--- src/rtl/seq_divider.sv ---
// Sequential unsigned restoring divider: DW-bit dividend by VW-bit divisor,
// one quotient bit per clock, with a start/busy/done handshake.
//
// state  | meaning
// IDLE   | waiting for start; result outputs hold last completion
// CALC   | one restoring step per edge, count runs DW down to terminal 1
// DONE   | one-cycle done pulse; results were loaded on the entry edge
module seq_divider #(
    parameter int DW = 8,
    parameter int VW = 4
) (
    input  logic          clk,
    input  logic          rst_n,
    input  logic          start,
    input  logic [DW-1:0] dividend,
    input  logic [VW-1:0] divisor,
    output logic          busy,
    output logic          done,
    output logic [DW-1:0] quotient,
    output logic [VW-1:0] remainder,
    output logic          div_by_zero
);

    localparam logic [1:0] S_IDLE = 2'd0;
    localparam logic [1:0] S_CALC = 2'd1;
    localparam logic [1:0] S_DONE = 2'd2;

    localparam int CW = $clog2(DW + 1);

    logic [1:0]    state;
    logic [CW-1:0] count;
    // Dividend bits shift out of the top while quotient bits shift in at the
    // bottom, so after DW steps this register holds the quotient.
    logic [DW-1:0] dvd_q;
    logic [VW-1:0] dsr_q;
    // Partial remainder is always < divisor between steps, so VW bits suffice;
    // the extra bit only exists inside the combinational step.
    logic [VW-1:0] rem_q;

    logic [VW:0]   r_shift;
    logic          fits;
    logic [VW-1:0] rem_next;
    logic [DW-1:0] dvd_next;
    logic          last_step;

    // One restoring step: shift in next dividend bit, trial-subtract divisor.
    always_comb begin
        r_shift   = {rem_q, dvd_q[DW-1]};
        fits      = (r_shift >= {1'b0, dsr_q});
        // Result of a successful subtract is < divisor, so the low VW bits
        // of the modular difference are exact.
        rem_next  = fits ? (r_shift[VW-1:0] - dsr_q) : r_shift[VW-1:0];
        dvd_next  = {dvd_q[DW-2:0], fits};
        last_step = (count == CW'(1));
    end

    // Sequencer, datapath registers and result registers.
    always_ff @(posedge clk or negedge rst_n) begin
        if (!rst_n) begin
            state       <= S_IDLE;
            count       <= '0;
            dvd_q       <= '0;
            dsr_q       <= '0;
            rem_q       <= '0;
            quotient    <= '0;
            remainder   <= '0;
            div_by_zero <= 1'b0;
        end else begin
            case (state)
                S_IDLE: begin
                    if (start) begin
                        if (divisor != '0) begin
                            dvd_q <= dividend;
                            dsr_q <= divisor;
                            rem_q <= '0;
                            count <= CW'(DW);
                            state <= S_CALC;
                        end else begin
                            quotient    <= '1;
                            remainder   <= dividend[VW-1:0];
                            div_by_zero <= 1'b1;
                            state       <= S_DONE;
                        end
                    end
                end
                S_CALC: begin
                    dvd_q <= dvd_next;
                    rem_q <= rem_next;
                    count <= count - CW'(1);
                    if (last_step) begin
                        quotient    <= dvd_next;
                        remainder   <= rem_next;
                        div_by_zero <= 1'b0;
                        state       <= S_DONE;
                    end
                end
                S_DONE: begin
                    state <= S_IDLE;
                end
                default: begin
                    state <= S_IDLE;
                end
            endcase
        end
    end

    // Handshake flags decode directly from the registered state.
    always_comb begin
        busy = (state == S_CALC);
        done = (state == S_DONE);
    end

endmodule

--- config.mk ---
export PLATFORM = sky130hd
export DESIGN_NAME = seq_divider
export DESIGN_NICKNAME = d
export VERILOG_FILES = /design/src/rtl/seq_divider.sv
export SDC_FILE = /design/constraint.sdc
export NUM_CORES = 1
export LEC_CHECK = 0
export BUFFER_PORTS_ARGS = -buffer_cell sky130_fd_sc_hd__buf_2
export CORE_AREA = 10 10 66 68
export CTS_CLUSTER_DIAMETER = 100
export CTS_CLUSTER_SIZE = 20
export DETAILED_ROUTE_END_ITERATION = 8
export DIE_AREA = 0 0 76 78
export PLACE_DENSITY = 0.83
export SYNTH_ARGS = -nofsm -noshare
export SYNTH_HDL_FRONTEND = slang
export SYNTH_SLANG_ARGS = --single-unit
--- constraint.sdc ---
create_clock -name clk -period 3.3 [get_ports clk]
set_clock_uncertainty 0.2 [all_clocks]
set_input_delay 0.66 -clock clk [delete_from_list [all_inputs] [get_ports clk]]
set_output_delay 0.66 -clock clk [all_outputs]
set_load 0.02 [all_outputs]
# --- Word level (Yosys, flattened, before mapping) ---
# Cells that the tools add are included.
word_totals:
  out_inout_bits: 15
  wordCells: 51
  reg_bits: 35
classes:
  mux: 26
  order_cmp: 1
  n_addsub: 2
  n_reduce_logical: 7
  n_eq_ne: 7
ops:
  columns: ["op", "n"]
  rows:
  - ["$mux 8", 5]
  - ["$mux 4", 8]
  - ["$pmux 8 s2", 2]
  - ["$pmux 4 s2", 3]
  - ["$mux 2", 3]
  - ["$ne 2x2->1 const B", 3]
  - ["$reduce_and 3->1", 2]
  - ["$ge 5x4->1", 1]
  - ["$eq 4x1->1 const B", 1]
  - ["$pmux 2 s2", 1]
  - ["$reduce_and 4->1", 1]
  - ["$reduce_bool 4->1", 1]
  - ["$sub 4x1->4 const B", 1]
  - ["$sub 4x4->4", 1]
  - ["$mux 1", 3]
  - ["$eq 2x1->1 const B", 1]
  - ["$eq 2x2->1 const B", 1]
  - ["$logic_not 2->1", 1]
  - ["$ne 2x1->1 const B", 1]
  - ["$pmux 1 s2", 1]
  - ["$reduce_and 2->1", 1]
  - ["$reduce_bool 2->1", 1]

# --- Depth between registers and ports, before layout ---
# Gate-level depths: netlist of run 1.
logic_depth:
  depth_word: 4
  depth_mapped: 7
  mapped_depth_nobuf: 7

# --- Least setup slack after synthesis of run 1 ---
# No wires, ideal clock.
synth_path:
  path_type: "input port to flip-flop"
  start: "input port divisor[1]"
  end: "register dsr_q[0]"
  setup_ns: 0.125
  slack_ns: 1.335
  path_buffers: 0
  arrival_ns: 1.640
  required_ns: 2.975
  path_stages: 3
  path_cell_list: "o41a_1 nand3_1 mux2_2"
synth_via:
  elab_chain_cells: 2
synth_rtl:
  columns: ["element", "line_no", "rtl"]
  rows:
  - ["from (decl)", "16", "input logic [VW-1:0] divisor,"]
  - ["$reduce_bool 4->1", "72", "if (divisor != '0) begin"]
  - ["$reduce_and 3->1 (no line)", null, null]
  - ["to (signal assigned)", "74", "dsr_q <= divisor;"]
  - ["to (decl)", "35", "logic [VW-1:0] dsr_q;"]
# Every way passes these cells.
# A chain may end at the register's enable or synchronous reset.

# --- Worst setup path in the final report of run 1 ---
layout_path:
  start: "register state[1]"
  end: "output port busy"
layout_via:
  elab_chain_cells: 1
layout_rtl:
  columns: ["element", "line_no", "rtl"]
  rows:
  - ["from (decl)", "30", "logic [1:0] state;"]
  - ["from (signal assigned)", "60", "state <= S_IDLE;"]
  - ["from (signal assigned)", "77", "state <= S_CALC;"]
  - ["from (signal assigned)", "82", "state <= S_DONE;"]
  - ["$eq 2x1->1", "109", "busy = (state == S_CALC);"]
  - ["to (decl)", "17", "output logic busy,"]
# Every way passes these cells.

==> impl_metrics.json, run 1 <==
{
  "ys_ff_latch": 35,
  "synth_fp_nets": 201,
  "numCtsBuffers": 5,
  "rows": 21,
  "syn2layout_area_growth_pct": 14.39,
  "wire_per_inst_um": 15.75,
  "yosysSeqAreaShare_pct": 49.86,
  "peakVddDrop_v": 0.0004702,
  "cp_max_fo": 17,
  "drt.antenna.violating_nets": 0,
  "final_layout_size_suffix_gt1_share_pct": 20.38,
  "criticalPathCategory": "flip-flop to output pin",
  "netlist_top_cells_count": "dfrtp_1, a21oi_1, nand2_1, inv_1, o21ai_0",
  "avgSynthCellArea_um2": 9.814,
  "synth_cell_types": 36,
  "fmax_ghz": 0.3900,
  "grt_antenna_before_repair": 0,
  "fp.dieW_um": 76,
  "wl_met1_um": 1692,
  "ys_warn_count": 0,
  "antenna_cells": 0,
  "grt_overflow": 0,
  "vias": 1459,
  "netlist.area_leader.share_pct": 49.86,
  "die-area_mm2": 0.005928,
  "remaining_drc_errors": 0,
  "postPlaceCellArea_mm2": 0.001941,
  "cp.required_ns": 2.44,
  "post-place-cells": 249,
  "async_flop_share_pct": 100.0,
  "cts_tree": "built",
  "place_hpwl_um": 2984,
  "h-tree-depth": 2,
  "start_util_pct": 55.25,
  "finish.instance_area_mm2": 0.002009,
  "place_congestion": 0.8455,
  "clk_pin_slew_ns": 0.11,
  "drt-initial-drc-count": 104,
  "postCtsSetupBuffers": 0,
  "setup_slack_ns": 0.7362,
  "cts_sinks": 35,
  "synthesis.area_mm2": 0.001757,
  "drtPass1Iterations": 4,
  "power.density_mw_per_mm2": 1116,
  "hp-class": "input pin to async pin",
  "rsz0062_at_grt": "false",
  "synth.largest_area_cell": "dfrtp_1",
  "drv_cap": 0,
  "synth_edf_count": 0,
  "worst_path_largest_cell_delay_ns": 0.58,
  "leakage_nw": 0.9150,
  "wl_met3_um": 336,
  "highest_layer": "met4",
  "drt-total-wl_um": 4047,
  "relSlewSlack_pct": 50.07,
  "synthTopCellsByArea": "dfrtp_1, a21oi_1, ha_1",
  "pre_cts_slack_ns": 0.6964,
  "crit_slowest_cell": "nand2b_1",
  "grt_pass1_vias": 1492,
  "finalCritPeriodShare_pct": 77.69,
  "hold_buffers": 0,
  "end_kind": "output pin",
  "coreArea_mm2": 0.003179,
  "routed_via_density": 5.677,
  "cp-start-kind": "flip-flop",
  "final_max_slew_viol_count": 0,
  "grt_pass1_wl_um": 7024,
  "ios": 30,
  "finalSetupTns_ns": 0,
  "cts-resized-gates": 0,
  "postSynthCellCount": 179,
  "setup_viol": 0,
  "portBuffers": 29,
  "insertion_delay_ns": 0.35,
  "outcome": "finished clean",
  "clock-root-buffer": "clkbuf_4",
  "dr_wl_met2_um": 1937,
  "grt_max_degree": 36,
  "crit_arrival_ns": 1.70,
  "synth_flop_cell": "dfrtp_1",
  "grt_usage_pct": 14.30,
  "yosysMostFrequentCell": "dfrtp_1",
  "stdcell_count": 257,
  "die_h_um": 78,
  "clock_path_buffers": 2,
  "hold_viol": 0,
  "path_cells": "nand2b_1, inv_1, buf_2",
  "nets": 232,
  "worst_slew_pin_slew_ns": 0.7490,
  "min_period_ns": 2.564
}
==> worst paths after layout <==
check                            startpoint           to  slack (ns)  cells after the start
max in group asynchronous             rst_n  quotient[4]        2.25                      1
worst max-delay path               state[1]         busy        0.74                      3
worst max register to register     count[1]  quotient[4]        1.07                      7
worst min-delay path                  rst_n     rem_q[3]        0.17                      1
worst min register to register  div_by_zero  div_by_zero        0.30                      1
min in group clk                div_by_zero  div_by_zero        0.30                      1
==> routing by layer <==
metal	vias to the layer above	GRT usage, %
met5	-	0
met4	0	6.250
met1	688	16.93
met3	13	5.645
li1	705	-
met2	53	22.53
==> worst max-delay path: cells and delay by family, from the launching register on <==
family,cells,cell delay [ns]
and+or+nand+nor,1,0.58
DFF,1,0.46
buffers and inverters,2,0.33
==> placed cells by master, fill, tap and decap left out, types with 5 or more instances in the layout <==
cell type and instances:
dfrtp_1 35, buf_2 29, a21oi_1 18, nand2_1 17, inv_1 14, o21ai_0 12, nor2_1 6, o211ai_1 6
nor3_1 6, ha_1 6, and2_1 5, a31oi_1 5, clkbuf_4 5
==> through the flow <==
stage          power [W]  hold slack, ns  utilization [%]
6_report        0.002243          0.1660            63.20
5_1_grt         0.002457          0.2070            63.20
4_1_cts         0.002252          0.1981            63.20
3_5_place_dp    0.001985          0.2786            61.04
3_3_place_gp    0.001945          0.2723            61.04
2_1_floorplan   0.001654          0.1644                -
==> layout make-up <==
cell class | instances | area, µm²
fill | 287 | 1170
sequential | 35 | 875.8
multi-input combinational | 122 | 787.0
timing repair buffer | 32 | 167.7
clock buffer | 8 | 68.82
tap | 46 | 57.56
inverter | 14 | 52.55
==> power by group <==
part | leakage [nW] | switching, W | internal [W]
Combinational | 0.464 | 0.000708 | 0.000466
Clock | 0.0386 | 0.000140 | 0.000125
Sequential | 0.413 | 0.000158 | 0.000646
==> flip-flops by register name (all words and copies together), names as in the netlist <==
signal / cells
state: 2
quotient: 8
dvd_q: 8
dsr_q: 4
count: 4
rem_q: 4
remainder: 4
div_by_zero: 1
==> kinds of logic (layout without fill, tap and decap cells) <==
group	count (synthesis)	after routing	synth area share, %
flip-flops	35	35	49.86
buffers and inverters	22	54	5.342
adder cells (fa/ha/maj)	7	7	5.413
XOR/XNOR	2	2	0.9973
AND/OR/NAND/NOR	51	51	14.74
AO/OA/AOI/OAI	54	54	18.80
multiplexers	8	8	4.843
Note: power is estimated with default switching activity, not from simulation.
==> inputs of run 2 (changes only) <==
==> config.mk (replaced) <==
export PLATFORM = sky130hd
export DESIGN_NAME = seq_divider
export DESIGN_NICKNAME = d
export VERILOG_FILES = /design/src/rtl/seq_divider.sv
export SDC_FILE = /design/constraint.sdc
export NUM_CORES = 1
export LEC_CHECK = 0
export ABC_AREA = 1
export BUFFER_PORTS_ARGS = -buffer_cell sky130_fd_sc_hd__buf_2
export CORE_AREA = 10 10 69 71
export CTS_CLUSTER_DIAMETER = 100
export CTS_CLUSTER_SIZE = 20
export DETAILED_ROUTE_END_ITERATION = 8
export DIE_AREA = 0 0 79 81
export PLACE_DENSITY = 0.79
export SYNTH_ARGS = -nofsm -noshare
export SYNTH_HDL_FRONTEND = slang
export SYNTH_SLANG_ARGS = --single-unit
==> constraint.sdc (replaced) <==
create_clock -name clk -period 2.54 [get_ports clk]
set_clock_uncertainty 0.2 [all_clocks]
set_input_delay 0.508 -clock clk [delete_from_list [all_inputs] [get_ports clk]]
set_output_delay 0.508 -clock clk [all_outputs]
set_load 0.02 [all_outputs]
==> impl_metrics.json, run 2 <==
{
  "outcome": "finished clean",
  "vias": 1408,
  "synthMuxAreaShare_pct": 0.6057,
  "grt_usage_pct": 12.31,
  "finalCritPeriodShare_pct": 81.38,
  "worstSetupStartpoint": "state[1]",
  "cp-start-kind": "flip-flop",
  "power.density_mw_per_mm2": 1424,
  "drt-total-wl_um": 3735,
  "place_hpwl_um": 2811,
  "synthesis.area_mm2": 0.001859,
  "min_period_ns": 2.067,
  "synth_cell_types": 33,
  "cts-resized-gates": 0,
  "criticalPathCategory": "flip-flop to output pin",
  "portBuffers": 29,
  "clock_path_buffers": 2,
  "ys_warn_count": 0,
  "avgSynthCellArea_um2": 9.114,
  "mostFrequentLayoutCell": "dfrtp_1",
  "yosysSeqAreaShare_pct": 47.11,
  "hold_viol": 0,
  "fmax_ghz": 0.4838,
  "fp.dieW_um": 79,
  "die-area_mm2": 0.006399,
  "antenna_cells": 0,
  "die_h_um": 81,
  "worst_slew_pin_slew_ns": 0.7657,
  "routed_via_density": 4.940,
  "setup_viol": 0,
  "async_flop_share_pct": 100.0,
  "synth_top_family_by_area": "simple AND/OR/NAND/NOR gates",
  "drv_cap": 0,
  "drtPass1Iterations": 4,
  "wire_per_inst_um": 13.11,
  "final_layout_size_suffix_gt1_share_pct": 26.58,
  "nets": 258,
  "drt-initial-drc-count": 92,
  "ios": 30,
  "yosysMostFrequentCell": "dfrtp_1",
  "netlist_top_cells_count": "dfrtp_1, nand2_1, inv_1, nor2_1, nand3_1",
  "relSlewSlack_pct": 48.95,
  "reg2regPathDepth": 9,
  "finalSetupTns_ns": 0,
  "synth_fp_nets": 226,
  "crit_arrival_ns": 1.36,
  "end_kind": "output pin",
  "clock-root-buffer": "clkbuf_4",
  "clk_pin_slew_ns": 0.10,
  "coreArea_mm2": 0.003523,
  "r2r-end": "remainder[2]",
  "synth_compound_area_share_pct": 11.64,
  "grt_pass1_vias": 1419,
  "layout_common_cells": "dfrtp_1, nand2_1, buf_2",
  "largestRegisters": "dvd_q: 8 flops, quotient: 8 flops",
  "rsz0062_at_grt": "false",
  "syn2layout_area_growth_pct": 11.04,
  "remaining_drc_errors": 0,
  "numCtsBuffers": 5,
  "cp.required_ns": 1.83,
  "postCtsSetupBuffers": 0,
  "finalPower_w": 0.002940,
  "peakVddDrop_v": 0.0007020,
  "grt_max_degree": 36,
  "final_max_slew_viol_count": 0,
  "cp_max_fo": 8,
  "synth_xor_area_share_pct": 1.413,
  "synthSimpleGateAreaFrac_pct": 24.36,
  "rows": 22,
  "place_congestion": 0.9117,
  "ys_ff_latch": 35,
  "synthTopCellsByArea": "dfrtp_1, nand2_1, inv_1",
  "cts_sinks": 35,
  "hold_buffers": 0,
  "hp-class": "input pin to async pin",
  "grt_overflow": 0,
  "grt_pass1_wl_um": 6348,
  "synth_flop_cell": "dfrtp_1",
  "postSynthCellCount": 204,
  "synth-adder-area-share_pct": 5.114,
  "insertion_delay_ns": 0.34,
  "synth.largest_area_cell": "dfrtp_1",
  "synth_edf_count": 0,
  "start_util_pct": 52.77,
  "timing.rr.start": "rem_q[1]",
  "drt.antenna.violating_nets": 0,
  "grt_antenna_before_repair": 0,
  "r2r_slack_ns": 0.62,
  "h-tree-depth": 2,
  "netlist.area_leader.share_pct": 47.11,
  "cts_tree": "built",
  "leakage_nw": 1.035
}
==> run 2: cell count changes after synthesis, moves of 12 or more <==
cell,change
a21oi_1,-16
inv_1,+14
nand2_1,+16
nand3_1,+12
nor2_1,+14
==> run 2: report_power, final <==
part           total [W]  switching (W)  internal [W]
combinational    0.00166        0.00107      0.000589
clock           0.000292       0.000184      0.000108
sequential      0.000986       0.000155      0.000832
total            0.00294        0.00141       0.00153
==> run 2: cell families after synthesis <==
group	after synthesis
compound gates	30
xor+xnor	3
fa+ha+maj	7
buf+inv	36
flops	35
mux	1
simple gates	92
==> run 2: layer usage <==
metal | vias to the layer above | global-route usage [%] | share of wire [%]
met5 | - | 0 | 0
met4 | 0 | 2.688 | 0.94
met3 | 4 | 4.636 | 5.2
met2 | 37 | 19.82 | 47
met1 | 643 | 15.42 | 46
li1 | 724 | - | -
==> run 2: worst max path at each step <==
stage	end	slack [ns]	depth (start not counted)
floorplan	remainder[1]	0.83	9
global placement	remainder[2]	0.67	9
detailed placement	remainder[2]	0.65	9
CTS	busy	0.45	2
global route	busy	0.40	2
finish	busy	0.47	2
==> run 2: per-stage QoR <==
step           util, %  hold WS [ns]  std cells  setup slack (ns)  cell area (µm²)
6_report         58.59       0.03000        285            0.4731             2064
4_1_cts          58.59       0.05829        285            0.4511             2064
2_1_floorplan        -       0.01241        204            0.8350             1859
3_3_place_gp     57.17        0.2646        277            0.6736             2014
5_1_grt          58.59       0.06493        285            0.3974             2064
3_5_place_dp     57.17        0.2631        277            0.6522             2014
==> run 2: critical path, stage by stage (launching register included) <==
cell,delay [ns]
dfrtp_1,0.48
nor2_4,0.32
buf_2,0.23
==> run 2: final cells by class <==
class	instances	area [µm²]
clock inverter	1	5.005
sequential	35	875.8
tap	48	60.06
clock buffer	7	45.04
multi-input combinational	133	802.0
inverter	31	123.9
timing repair buffer	30	152.6
fill	338	1459
==> inputs of run 3 (changes only) <==
==> config.mk (replaced) <==
export PLATFORM = sky130hd
export DESIGN_NAME = seq_divider
export DESIGN_NICKNAME = d
export VERILOG_FILES = /design/src/rtl/seq_divider.sv
export SDC_FILE = /design/constraint.sdc
export NUM_CORES = 1
export LEC_CHECK = 0
export ABC_AREA = 0
export BUFFER_PORTS_ARGS = -buffer_cell sky130_fd_sc_hd__buf_2
export CORE_AREA = 10 10 71 73
export CTS_CLUSTER_DIAMETER = 100
export CTS_CLUSTER_SIZE = 20
export DETAILED_ROUTE_END_ITERATION = 8
export DIE_AREA = 0 0 81 83
export PLACE_DENSITY = 0.75
export SYNTH_ARGS = -nofsm -noshare
export SYNTH_HDL_FRONTEND = slang
export SYNTH_SLANG_ARGS = --single-unit
==> constraint.sdc (replaced) <==
create_clock -name clk -period 1.9 [get_ports clk]
set_clock_uncertainty 0.2 [all_clocks]
set_input_delay 0.38 -clock clk [delete_from_list [all_inputs] [get_ports clk]]
set_output_delay 0.38 -clock clk [all_outputs]
set_load 0.02 [all_outputs]
==> impl_metrics.json, run 3 (synthesis gave the netlist of run 1 again) <==
{
  "end_kind": "flip-flop",
  "hold_depth": 2,
  "pre_cts_slack_ns": -0.02249,
  "nets": 256,
  "cp_max_fo": 3,
  "min_period_ns": 1.858,
  "clock_path_buffers": 2,
  "largestRegisters": "dvd_q: 8 flops, quotient: 8 flops",
  "start_util_pct": 48.35,
  "drt.antenna.violating_nets": 0,
  "switching_power_w": 0.001894,
  "finalCritPeriodShare_pct": 97.77,
  "mostFrequentLayoutCell": "dfrtp_1",
  "busiest_layer": "met2",
  "antenna_cells": 0,
  "postPlaceCellArea_mm2": 0.002093,
  "clkPwrFrac_pct": 11.8,
  "numCtsBuffers": 5,
  "drtPass1Iterations": 5,
  "grt_overflow": 0,
  "die-area_mm2": 0.006723,
  "power.internal_w": 0.002579,
  "grt_usage_pct": 13.19,
  "ios": 30,
  "rows": 22,
  "power.density_mw_per_mm2": 1956,
  "p_comb_share_pct": 56.9,
  "use_met2_pct": 20.03,
  "vias": 1517,
  "relSlewSlack_pct": 64.39,
  "worst_slew_pin_slew_ns": 0.5293,
  "fmax_ghz": 0.5383,
  "setup_viol": 0,
  "swShare_pct": 42.35,
  "setup_slack_ns": 0.04240,
  "hold_path_end": "dsr_q[1]",
  "grt_antenna_before_repair": 0,
  "die_h_um": 83,
  "remaining_drc_errors": 0,
  "drv_cap": 0,
  "outcome": "finished clean",
  "cts_sinks": 35,
  "syn2layout_area_growth_pct": 30.20,
  "clock-root-buffer": "clkbuf_8",
  "clk_pin_slew_ns": 0.07,
  "reg2regPathDepth": 5,
  "cts_tree": "built",
  "insertion_delay_ns": 0.29,
  "p_seq_share_pct": 31.3,
  "peakVddDrop_v": 0.0008931,
  "final_layout_size_suffix_gt1_share_pct": 35.04,
  "cp.required_ns": 1.91,
  "place_hpwl_um": 3247,
  "h-tree-depth": 2,
  "hp-class": "input pin to flip-flop",
  "timing.rr.start": "rem_q[2]",
  "grt_use_met1_pct": 16.16,
  "cp-start-kind": "flip-flop",
  "routed_via_density": 5.379,
  "min-delay-start": "divisor[1]",
  "grt_max_degree": 36,
  "place_congestion": 0.8392,
  "fp.dieW_um": 81,
  "portBuffers": 29,
  "wire_per_inst_um": 15.25,
  "layout_common_cells": "dfrtp_1, buf_2, buf_4",
  "rsz0062_at_grt": "true",
  "drt-initial-drc-count": 107,
  "leakage_nw": 1.041,
  "drt-total-wl_um": 4301,
  "hold_viol": 0,
  "crit_arrival_ns": 1.87,
  "final_max_slew_viol_count": 0,
  "grt_pass1_vias": 1570,
  "r2r_slack_ns": 0.04,
  "grt_pass1_wl_um": 7065,
  "grtUsageMet3_pct": 5.388,
  "finish.instance_area_mm2": 0.002287,
  "coreArea_mm2": 0.003633,
  "criticalPathCategory": "flip-flop to flip-flop",
  "r2r-end": "remainder[0]"
}
run 3: power groups by stage:
stage               registers, W  logic, W  clock network [W]
global placement         0.00139   0.00227                  0
CTS                      0.00138   0.00240           0.000544
global route             0.00145   0.00284           0.000571
floorplan                0.00151   0.00136                  0
finish                   0.00140   0.00255           0.000528
detailed placement       0.00139   0.00232                  0
run 3: final cells by class:
| type | count | area, µm² |
|---|---|---|
| Fill cell | 316 | 1346 |
| Clock buffer | 6 | 82.58 |
| Sequential cell | 35 | 877.1 |
| Multi-Input combinational cell | 122 | 859.6 |
| Timing Repair Buffer | 56 | 350.3 |
| Tap cell | 48 | 60.06 |
| Clock inverter | 1 | 5.005 |
| Inverter | 14 | 52.55 |
run 3: repair_timing:
item	CTS	global route
pin swaps	1	6
hold endpoints to repair	35	0
hold buffers	1	0
endpoints found under the setup margin	5	14
gates resized for setup	5	12
buffers inserted	1	2
run 3: layer usage:
layer	share of wire, %	vias to the layer above
met1	44	720
li1	-	743
met3	5.6	12
met4	2.9	0
met2	48	42
met5	0	-
run 3: worst max-delay path by stage:
stage                     startpoint  slack (ns)  cells after the start            to
final                       rem_q[2]        0.04                      5  remainder[0]
after global routing        rem_q[2]       -0.01                      6  remainder[1]
after CTS                   dvd_q[7]       0.006                      6  remainder[0]
after detailed placement    dvd_q[7]       -0.02                      6  remainder[0]
after global placement      dvd_q[7]       -0.02                      6  remainder[0]
after floorplan             rem_q[0]        0.02                      5  remainder[0]
run 3: stage by stage:
step	util [%]	power [W]	TNS [ns]	hold slack (ns)	cells
2_1_floorplan	-	0.002872	0	-0.1156	179
3_3_place_gp	57.61	0.003661	-0.02467	0.2369	271
3_5_place_dp	57.61	0.003710	-0.02605	0.2356	271
4_1_cts	61.12	0.004332	0	0.1547	280
5_1_grt	62.95	0.004857	-0.03170	0.1655	282
6_report	62.95	0.004473	0	0.1598	282
run 3: critical path: stages, from the launching register on:
cell     delay [ns]
dfrtp_1        0.42
ha_4           0.29
o21ai_0        0.10
and2_1         0.19
or4_4          0.42
a31oi_1        0.15
